`src/rtl/hazard_stall_unit.sv`:
```
// Hazard stall unit: load-use and branch-compare interlocks,
// redirect flush, and saturating stall/flush event counters.
module hazard_stall_unit #(
  parameter int CNT_W = 16
) (
  input  logic             clk,
  input  logic             reset,
  input  logic [4:0]       IF_ID_rs,
  input  logic [4:0]       IF_ID_rt,
  input  logic             IF_ID_uses_rt,
  input  logic             IF_ID_branch,
  input  logic [4:0]       ID_EX_rd,
  input  logic             ID_EX_RegWrite,
  input  logic             ID_EX_MemRead,
  input  logic [4:0]       EX_MEM_rd,
  input  logic             EX_MEM_MemRead,
  input  logic             branch_taken,
  input  logic             jump,
  output logic             PC_write,
  output logic             IF_ID_write,
  output logic             ID_EX_bubble,
  output logic             IF_ID_flush,
  output logic [1:0]       state,
  output logic [CNT_W-1:0] stall_count,
  output logic [CNT_W-1:0] flush_count
);

  typedef enum logic [1:0] {
    RUN   = 2'b00,
    STALL = 2'b01
  } state_t;

  state_t     st;
  logic [1:0] remain;

  logic       ex_hit;
  logic       mem_hit;
  logic       h1, h2, h3, h4;
  logic [1:0] need;
  logic       in_stall;
  logic       stall;
  logic       flush;

  assign in_stall = (st == STALL);

  // Source match against EX/MEM destinations; r0 never matches
  always_comb begin
    ex_hit  = (ID_EX_rd != 5'd0) &&
              ((ID_EX_rd == IF_ID_rs) ||
               (IF_ID_uses_rt && (ID_EX_rd == IF_ID_rt)));
    mem_hit = (EX_MEM_rd != 5'd0) &&
              ((EX_MEM_rd == IF_ID_rs) ||
               (IF_ID_uses_rt && (EX_MEM_rd == IF_ID_rt)));
  end

  // Hazard classes and resulting stall demand, highest first
  always_comb begin
    h3 = IF_ID_branch && ID_EX_MemRead && ex_hit;
    h2 = IF_ID_branch && ID_EX_RegWrite &&
         !ID_EX_MemRead && ex_hit;
    h4 = IF_ID_branch && EX_MEM_MemRead && mem_hit;
    h1 = !IF_ID_branch && ID_EX_MemRead && ex_hit;
    need = 2'd0;
    priority case (1'b1)
      h3:      need = 2'd2;
      h2:      need = 2'd1;
      h4:      need = 2'd1;
      h1:      need = 2'd1;
      default: need = 2'd0;
    endcase
  end

  // Pipeline control; reset forces free-running, stall beats flush
  always_comb begin
    stall = 1'b0;
    flush = 1'b0;
    if (!reset) begin
      stall = in_stall || (need != 2'd0);
      flush = !stall && (branch_taken || jump);
    end
    PC_write     = !stall;
    IF_ID_write  = !stall;
    ID_EX_bubble = stall;
    IF_ID_flush  = flush;
  end

  assign state = st;

  // Stall sequencer: a two-cycle demand parks in STALL for one edge
  always_ff @(posedge clk) begin
    if (reset) begin
      st     <= RUN;
      remain <= 2'd0;
    end else begin
      case (st)
        RUN: begin
          if (need == 2'd2) begin
            st     <= STALL;
            remain <= 2'd1;
          end
        end
        STALL: begin
          remain <= remain - 2'd1;
          if (remain <= 2'd1) st <= RUN;
        end
        default: begin
          st     <= RUN;
          remain <= 2'd0;
        end
      endcase
    end
  end

  // Saturating stall and flush event counters
  always_ff @(posedge clk) begin
    if (reset) begin
      stall_count <= '0;
      flush_count <= '0;
    end else begin
      if (!PC_write && (stall_count != '1))
        stall_count <= stall_count + CNT_W'(1);
      if (IF_ID_flush && (flush_count != '1))
        flush_count <= flush_count + CNT_W'(1);
    end
  end

endmodule

```
`config.mk`:
```
export PLATFORM = sky130hd
export DESIGN_NAME = hazard_stall_unit
export DESIGN_NICKNAME = d
export VERILOG_FILES = /design/src/rtl/hazard_stall_unit.sv
export SDC_FILE = /design/constraint.sdc
export NUM_CORES = 1
export LEC_CHECK = 0
export CORE_MARGIN = 2
export CORE_UTILIZATION = 35
export CTS_BUF_LIST = sky130_fd_sc_hd__clkbuf_8
export DETAILED_ROUTE_END_ITERATION = 7
export PLACE_DENSITY = 0.63
export SYNTH_ARGS = -nofsm -noshare
export SYNTH_HDL_FRONTEND = slang
export SYNTH_SLANG_ARGS = --single-unit
```
`constraint.sdc`:
```
create_clock -name clk -period 4 [get_ports clk]
set_clock_uncertainty 0.15 [all_clocks]
set_input_delay 0.4 -clock clk [delete_from_list [all_inputs] [get_ports clk]]
set_output_delay 0.4 -clock clk [all_outputs]
set_load 0.05 [all_outputs]
```
==> results.md <==
- Top post-synthesis cells by count: dfxtp_1 (35), xnor2_1 (24), nor2_1 (23), a21oi_1 (17), nand2_1 (17)
- Flops & latches, synth: 35
- Crit path kind: input port to primary output
- Pin count of the biggest net entering global routing: 38
- Final #Nets: between 300 and 400
- Count leader, synth: dfxtp_1
- Inserted Diodes: 0
- Hold crit path type: flip-flop to flip-flop
- Fillcell total: 543
- Slew HR: a little under three fifths
- LEAKAGE: ~0.96 nW
- Pre-CTS WS: slightly above 0.6 ns
- Die Footprint: roughly 6400 um2
- Crit-path slowest cell: clkdlybuf4s50_1
- RSZ-0062 raised after global routing: no
- Avg Cell Area, Syn: roughly 8.4 um2
- Synthesized instance count: between 200 and 250
- Ratio of cells with drive above 1 in the final layout: under 10%
- Max Cap Violations: 0
- Final setup margin: between 0.6 and 0.7 ns
- # clock sinks: 35
- Gp weighted congestion: roughly 0.74
- Worst-path clk slew: 0.07 ns
- Crit. End Element: primary output
- Vias after detailed routing: roughly 2000
- # setup viols final: 0
- # rows: 27
- Core area: 5540 um2
- Post-DP HPWL: 3640 um
- Unique masters post-synth: 45
- Root Driver: clkbuf_8
- P&R area growth vs syn: 41.2%
- Worst Path Arrival: around 2.8 ns
- Max Buffers Root-to-Sink: 2
- Cell taking the most area after synthesis: dfxtp_1
- Critical path data required time: between 3 and 4 ns
- DP Cell Count: roughly 370
- YS warnings: 0
- Buffers and inverters on the worst path: 3
- Fin crit period: about 3.4 ns
- CP cell instances: clkdlybuf4s50_1 > xnor2_1 > nand3_1 > o32ai_2 > nand3_2 > nand2_1 > nand2_1 > inv_1 > clkdlybuf4s50_1
- Worst VDD drop: between 0.15 and 0.2 mV
- Placed cell areas: around 2700 um2
- Fin. Hold Viols: 0
- Max Fanout on Critical Path: 5
- Register area: ~700 um2
- Global-route wire length before repair: 8400 um
- Synth Flop Type: dfxtp_1
- Initial antenna violation count: 0
- GR Util All Layers: between 10% and 20%
- Routed WL per cell: ~13 um
- CP top delay family: buffers and inverters
- DRT iter0 DRCs: 70
- Fin area: ~2900 um2
- F_max: 295 MHz
- Post-CTS resize count: 0
- Max-slew violation count: 0
- Synth async-reset ratio: 0%
- GRT overflow: 0
- Die W: between 80 and 90 um
- Post-route ant nets: 0
- Vias in the first global route: 1909
- Num CTS Buffers: 5
- # H-tree levels: 2
- Final period util: 84.6%
- Via density: 5.20
- Top post-synthesis cells by area: dfxtp_1 (35%), xnor2_1 (10%), nor2_1 (4.3%)
- Post-CTS setup buffers: 0
- Final WL: roughly 5000 um
- Post-Syn Area: 2030 um2
- Initial core utilization: a little over a third
- Clk Latency, worst-skew pair: roughly 0.29 ns
- Total negative setup slack: 0 ns
- Post-synth EDFFs: 0
- Worst-Margin Slew: 0.667 ns
- PwrDens: about 300 nW/um2
- Post-Syn Nets: ~270
- Final Util: roughly half
- # IOs: between 60 and 70
- Non-filler cells in the finished layout: around 380
- Die Ht: between 80 and 90 um
- Post-synthesis sequential area ratio: 34.6%
- Drt pass-1 iters: 4
- Top-area cell type share of the netlist area: approximately a third
- Area of the multi-input gates: 1240 um2
- DR DRC count: 0
- Port Buf Inserts: between 60 and 70
- Worst setup SP type: input port
- Max incr delay on CP: ~0.80 ns
- Post-cts hold buffer count: 0
- Status: finished clean
- CTS tree: built
==> metal layers <==
| layer | routed length, um | global-route usage [%] | vias up |
|---|---|---|---|
| li1 | - | - | 999 |
| met1 | 2280 | 20.4 | 916 |
| met2 | 2350 | 26.9 | 49 |
| met3 | 329 | 4.61 | 5 |
| met4 | 48 | 4.75 | 0 |
| met5 | 0 | 0 | - |
==> final timing paths <==
path | to | slack [ns] | cells after the start | start
worst min register to register | flush_count[9]$_SDFFE_PP0P_ | 0.34 | 2 | flush_count[9]$_SDFFE_PP0P_
worst max-delay path | ID_EX_bubble | 0.61 | 9 | ID_EX_rd[4]
worst min-delay path | flush_count[9]$_SDFFE_PP0P_ | 0.34 | 2 | flush_count[9]$_SDFFE_PP0P_
worst max register to register | flush_count[9]$_SDFFE_PP0P_ | 1.41 | 7 | flush_count[2]$_SDFFE_PP0P_
==> sequential cells by signal, indices dropped and copies added, names as in the netlist <==
register     count
flush_count     16
state            1
remain           2
stall_count     16
==> cells in the final DEF, fill, tap and decap left out, types with 2 or more instances in the layout <==
master and instances:
a211oi_1 2, a31o_2 3, and4_1 2, ha_1 2, or3_1 6, nand3_2 2
xor2_1 5, nand2_1 17, o21ai_0 7, inv_1 8, clkdlybuf4s50_1 65, and2_1 2
dfxtp_1 35, buf_4 3, clkbuf_8 5, a41oi_1 2, or4_1 5, bufinv_16 2
xnor2_1 24, nand3_1 16, nor4_1 2, o31ai_1 4, nor2b_1 6, nor2_1 23
a21oi_1 17, nor3_1 4, nand4_1 11, a21o_1 2, mux2i_1 2, mux2_2 4
and3_1 4
==> worst min-delay path, cell delays in order, from the launching register on <==
cell	delay, ns
dfxtp_1	0.33
o31ai_1	0.07
a21oi_1	0.06
==> layout make-up <==
| cell class | count | area share (%) |
|---|---|---|
| clock buffers | 5 | 2.40 |
| clock inverters | 3 | 2.23 |
| inverters | 7 | 0.918 |
| multi-input cells | 189 | 43.3 |
| flip-flops and latches | 35 | 24.5 |
| well taps | 72 | 3.15 |
| repair buffers | 68 | 23.5 |
==> per-stage QoR <==
| step | power (mW) | hold WS, ns |
|---|---|---|
| after floorplan | 0.438 | 0.308 |
| after global placement | 0.490 | 0.332 |
| after detailed placement | 0.491 | 0.333 |
| after global routing | 0.898 | 0.374 |
| after CTS | 0.873 | 0.349 |
| final | 0.858 | 0.344 |
==> logic make-up after synthesis <==
group	synth area share (%)
multiplexers	3.21
AND/OR/NAND/NOR	25.9
flip-flops	34.6
adder cells (fa/ha/maj)	1.23
XOR/XNOR	12.5
buffers and inverters	4.26
AO/OA/AOI/OAI	18.1
other	0.185
==> report_power, final <==
group | internal [mW] | leakage, nW | total, mW | switching (mW)
clock network | 0.247 | 0.0695 | 0.376 | 0.129
registers | 0.352 | 0.282 | 0.358 | 0.00582
logic | 0.0574 | 0.607 | 0.124 | 0.0670
total | 0.656 | 0.959 | 0.858 | 0.202
(Power assumes the default switching activity.)
==> edit 1 (same settings) <==
Set the parameter `CNT_W` to 24 (it was 16).
--- a/src/rtl/hazard_stall_unit.sv
+++ b/src/rtl/hazard_stall_unit.sv
@@ -1,7 +1,7 @@
 // Hazard stall unit: load-use and branch-compare interlocks,
 // redirect flush, and saturating stall/flush event counters.
 module hazard_stall_unit #(
-  parameter int CNT_W = 16
+  parameter int CNT_W = 24
 ) (
   input  logic             clk,
   input  logic             reset,
Ports: changed (resized flush_count and stall_count); port bits go from 67 to 83. The function was not compared with the original's and may differ.
==> edit 1 against the unedited design <==
Power is 11% higher. Area after synthesis up 55%. Sequential cell count up 16. First-iteration DRC count up 120%. Utilization fell by 4.8 points. Register-to-register slack got worse by 0.18 ns. Final area increased by 43%. Worst setup slack better by 0.23 ns. Sequential power is 44% higher. Via count up 56%. Hold slack lost 0.0062 ns. Routed wire length up 67%. Critical endpoint unchanged. Largest power group is now registers. Highest routed layer unchanged.
==> edit 1: results (changes against the unedited design) <==
{
  "total_leakage_power": {"value": 1.468, "unit": "nW", "change": "was 0.9592 nW"},
  "numPlacedInstances": {"value": 545, "change": "was 371"},
  "run_status": {"value": "finished clean", "change": "unchanged"},
  "ir_worst_vdd": {"value": 0.0001303, "unit": "V", "change": "was 0.0001904 V"},
  "io_buffers": {"value": 81, "change": "was 65"},
  "avgSynthCellArea": {"value": 8.344, "unit": "um2", "change": "was 8.446 um2"},
  "route.detailed.wl_per_inst": {"value": 15.07, "unit": "um", "change": "was 13.20 um"},
  "clk_pin_slew": {"value": 0.10, "unit": "ns", "change": "was 0.07 ns"},
  "first_iter_violations": {"value": 153, "change": "was 70"},
  "dp.final_hpwl": {"value": 6.004, "unit": "mm", "change": "was 3.640 mm"},
  "count_of_different_cell_masters_after_synthesis": {"value": 52, "change": "was 45"},
  "post_route_cells_drive_above_1_share": {"value": 9.213, "unit": "%", "change": "was 8.143%"},
  "post-route-worst-setup-slack": {"value": 0.8458, "unit": "ns", "change": "was 0.6143 ns"},
  "gr-usage-all-layers": {"value": 16.70, "unit": "%", "change": "was 16.22%"},
  "worst-slew-pin-transition": {"value": 0.5763, "unit": "ns", "change": "was 0.6666 ns"},
  "worstPathMaxFanout": {"value": 21, "change": "was 5"},
  "global_route_wire_length_before_repair": {"value": 13.88, "unit": "mm", "change": "was 8.404 mm"},
  "synth.cells.most_frequent": {"value": "dfxtp_1, nor2_1, nand3_1, mux2_2, nor2b_1", "change": "was dfxtp_1, xnor2_1, nor2_1, a21oi_1, nand2_1"},
  "worstPathArrival": {"value": 2.60, "unit": "ns", "change": "was 2.84 ns"},
  "firstDrtPassIters": {"value": 5, "change": "was 4"},
  "rr_startpoint": {"value": "stall_count[0]", "change": "was flush_count[2]"},
  "dr_total_vias": {"value": 3077, "change": "was 1969"},
  "first_global_vias": {"value": 2859, "change": "was 1909"},
  "drt-total-wl": {"value": 8.335, "unit": "mm", "change": "was 5.004 mm"},
  "start_util": {"value": 36.07, "unit": "%", "change": "was 36.59%"}
}
## edit 1: logic make-up after synthesis
logic type,share of synthesized area [%]
and+or+nand+nor,32.62
adders and majority gates,1.193
muxes,9.388
buffers and inverters,5.131
other,0.1192
xor gates and xnor gates,5.569
DFF,32.46
AOI/OAI and AO/OA,13.52
## edit 1: critical path, cell delays in order
cell,delay (ns)
clkdlybuf4s50_1,0.47
xor2_1,0.19
nor4_1,0.29
a32oi_1,0.25
o221ai_1,0.24
buf_4,0.29
nand2_1,0.18
inv_1,0.15
buf_12,0.14
## edit 1: metal layers
layer / track usage [%] / part of all wire, %
met1: 23.00 / 49
met2: 27.65 / 46
met3: 3.404 / 4.8
met4: 2.529 / 0.52
met5: 0 / 0
## edit 1: power by group through the flow
stage,logic [mW],clock network [mW],registers (mW)
final,0.135,0.302,0.514
after CTS,0.134,0.309,0.514
after global routing,0.146,0.333,0.515
after floorplan,0.0708,0,0.532
after global placement,0.133,0,0.526
after detailed placement,0.134,0,0.526
## edit 1: final cells by class
type | count | area [um2]
Fill cell | 842 | 4637
Timing Repair Buffer | 85 | 838.3
Clock inverter | 3 | 20.02
Inverter | 10 | 37.54
Tap cell | 108 | 135.1
Multi-Input combinational cell | 291 | 1963
Sequential cell | 51 | 1021
Clock buffer | 5 | 68.82
## edit 1: path summary, 6_finish.rpt
kind / end / cells past startpoint
max reg2reg: stall_count[5] / 7
min reg2reg: remain[0] / 1
max: ID_EX_bubble / 9
min: remain[0] / 1
## edit 1: metrics by stage
stage               util (%)  hold slack, ns
CTS                    46.83          0.3446
floorplan                  -          0.2958
detailed placement     45.81          0.3311
global route           46.83          0.3746
finish                 46.83          0.3376
global placement       45.81          0.3105
==> edit 2 (same settings) <==
Made on the original files. Make the reset (`reset`) asynchronous in 2 clocked blocks.
--- a/src/rtl/hazard_stall_unit.sv
+++ b/src/rtl/hazard_stall_unit.sv
@@ -87,7 +87,7 @@
   assign state = st;
 
   // Stall sequencer: a two-cycle demand parks in STALL for one edge
-  always_ff @(posedge clk) begin
+  always_ff @(posedge clk or posedge reset) begin
     if (reset) begin
       st     <= RUN;
       remain <= 2'd0;
@@ -112,7 +112,7 @@
   end
 
   // Saturating stall and flush event counters
-  always_ff @(posedge clk) begin
+  always_ff @(posedge clk or posedge reset) begin
     if (reset) begin
       stall_count <= '0;
       flush_count <= '0;
Check against the original RTL: differs if reset is asserted again (counterexample within 4 cycles, from zero or initial values and one cycle with reset high); with reset held inactive, the same outputs for 10 cycles.
==> edit 2 against the unedited design <==
Critical path depth is 2 lower. Via count is 21% lower. Worst setup slack lost 0.14 ns. Routed wire length shrank 11%. Synthesized cell count fell by 25%. Final area fell by 4.3%. Area after synthesis shrank 2.7%. Utilization fell by 1.6 points. Sequential cell count did not move.
Power is not compared: it rests on default switching activity, and its combinational part moved more than twofold at a synthesized area within 25%.
==> edit 2: results (changes against the unedited design) <==
{
  "seq_share": {"value": 31.98, "unit": "%", "change": "was 24.48%"},
  "synth_xor_area_share": {"value": 22.59, "unit": "%", "change": "was 12.53%"},
  "timing.hold.worst_endpoint": {"value": "stall_count[12]", "change": "was flush_count[9]"},
  "synth.cells.most_frequent": {"value": "xnor2_1, dfrtp_1, nand4_1, and3_1, nand2_1", "change": "was dfxtp_1, xnor2_1, nor2_1, a21oi_1, nand2_1"},
  "rr_startpoint": {"value": "flush_count[0]", "change": "was flush_count[2]"},
  "post_synthesis_compound_gate_area_fraction": {"value": 4.505, "unit": "%", "change": "was 18.09%"},
  "dp.final_hpwl": {"value": 3.316, "unit": "mm", "change": "was 3.640 mm"},
  "post_layout_nonfiller_instances": {"value": 318, "change": "was 379"},
  "place_ws": {"value": 0.4859, "unit": "ns", "change": "was 0.6195 ns"},
  "synth_sequential_area_ratio": {"value": 44.42, "unit": "%", "change": "was 34.57%"},
  "placed_cell_area": {"value": 2651, "unit": "um2", "change": "was 2730 um2"},
  "synth_nets": {"value": 212, "change": "was 271"},
  "run_status": {"value": "finished clean", "change": "unchanged"},
  "layout.clock_buffers": {"value": 6, "change": "was 5"},
  "largest_net_degree_at_the_start_of_global_routing": {"value": 36, "change": "was 38"},
  "ff2ff_setup_slack": {"value": 1.28, "unit": "ns", "change": "was 1.41 ns"},
  "non_clock_inverter_count": {"value": 4, "change": "was 7"},
  "num-nets-final": {"value": 277, "change": "was 337"},
  "postLayoutCoreUtil": {"value": 50.05, "unit": "%", "change": "was 51.67%"},
  "most_used_flip_flop_cell_after_synthesis": {"value": "dfrtp_1", "change": "was dfxtp_1"},
  "gr-usage-all-layers": {"value": 15.23, "unit": "%", "change": "was 16.22%"},
  "post-route-worst-setup-slack": {"value": 0.4729, "unit": "ns", "change": "was 0.6143 ns"},
  "async_set_or_reset_flop_fraction_in_the_synthesized_netlist": {"value": 100.0, "unit": "%", "change": "was 0%"},
  "number_of_filler_instances_in_the_final_layout": {"value": 508, "change": "was 543"},
  "global_route_wire_length_before_repair": {"value": 7.396, "unit": "mm", "change": "was 8.404 mm"},
  "avgSynthCellArea": {"value": 10.89, "unit": "um2", "change": "was 8.446 um2"},
  "fin_worst_hold_slack": {"value": 0.3439, "unit": "ns", "change": "was 0.3437 ns"},
  "worstPathMaxFanout": {"value": 3, "change": "was 5"},
  "hold_start": {"value": "stall_count[12]", "change": "was flush_count[9]"}
}
edit 2: cell count changes after synthesis, moves of 5 or more:
cell,change
o21ai_0,-5
a21oi_1,-15
xnor2_1,+20
and3_1,+9
or3_1,-6
nor2_1,-20
dfrtp_1,+35
nand2_1,-5
nand3_1,-10
dfxtp_1,-35
nor2b_1,-6
edit 2: layer usage:
metal | GRT usage, % | wire length (um) | up-vias
li1 | - | - | 758
met1 | 19.33 | 2053 | 731
met2 | 24.92 | 2050 | 51
met3 | 3.636 | 279 | 6
met4 | 6.207 | 78 | 0
met5 | 0 | 0 | -
edit 2: critical path: stages:
cell	delay (ns)
clkdlybuf4s50_1	0.47
or4_1	0.55
nor2_1	0.12
and3b_4	0.23
or2_2	0.28
nand2_1	0.12
clkdlybuf4s50_1	0.81
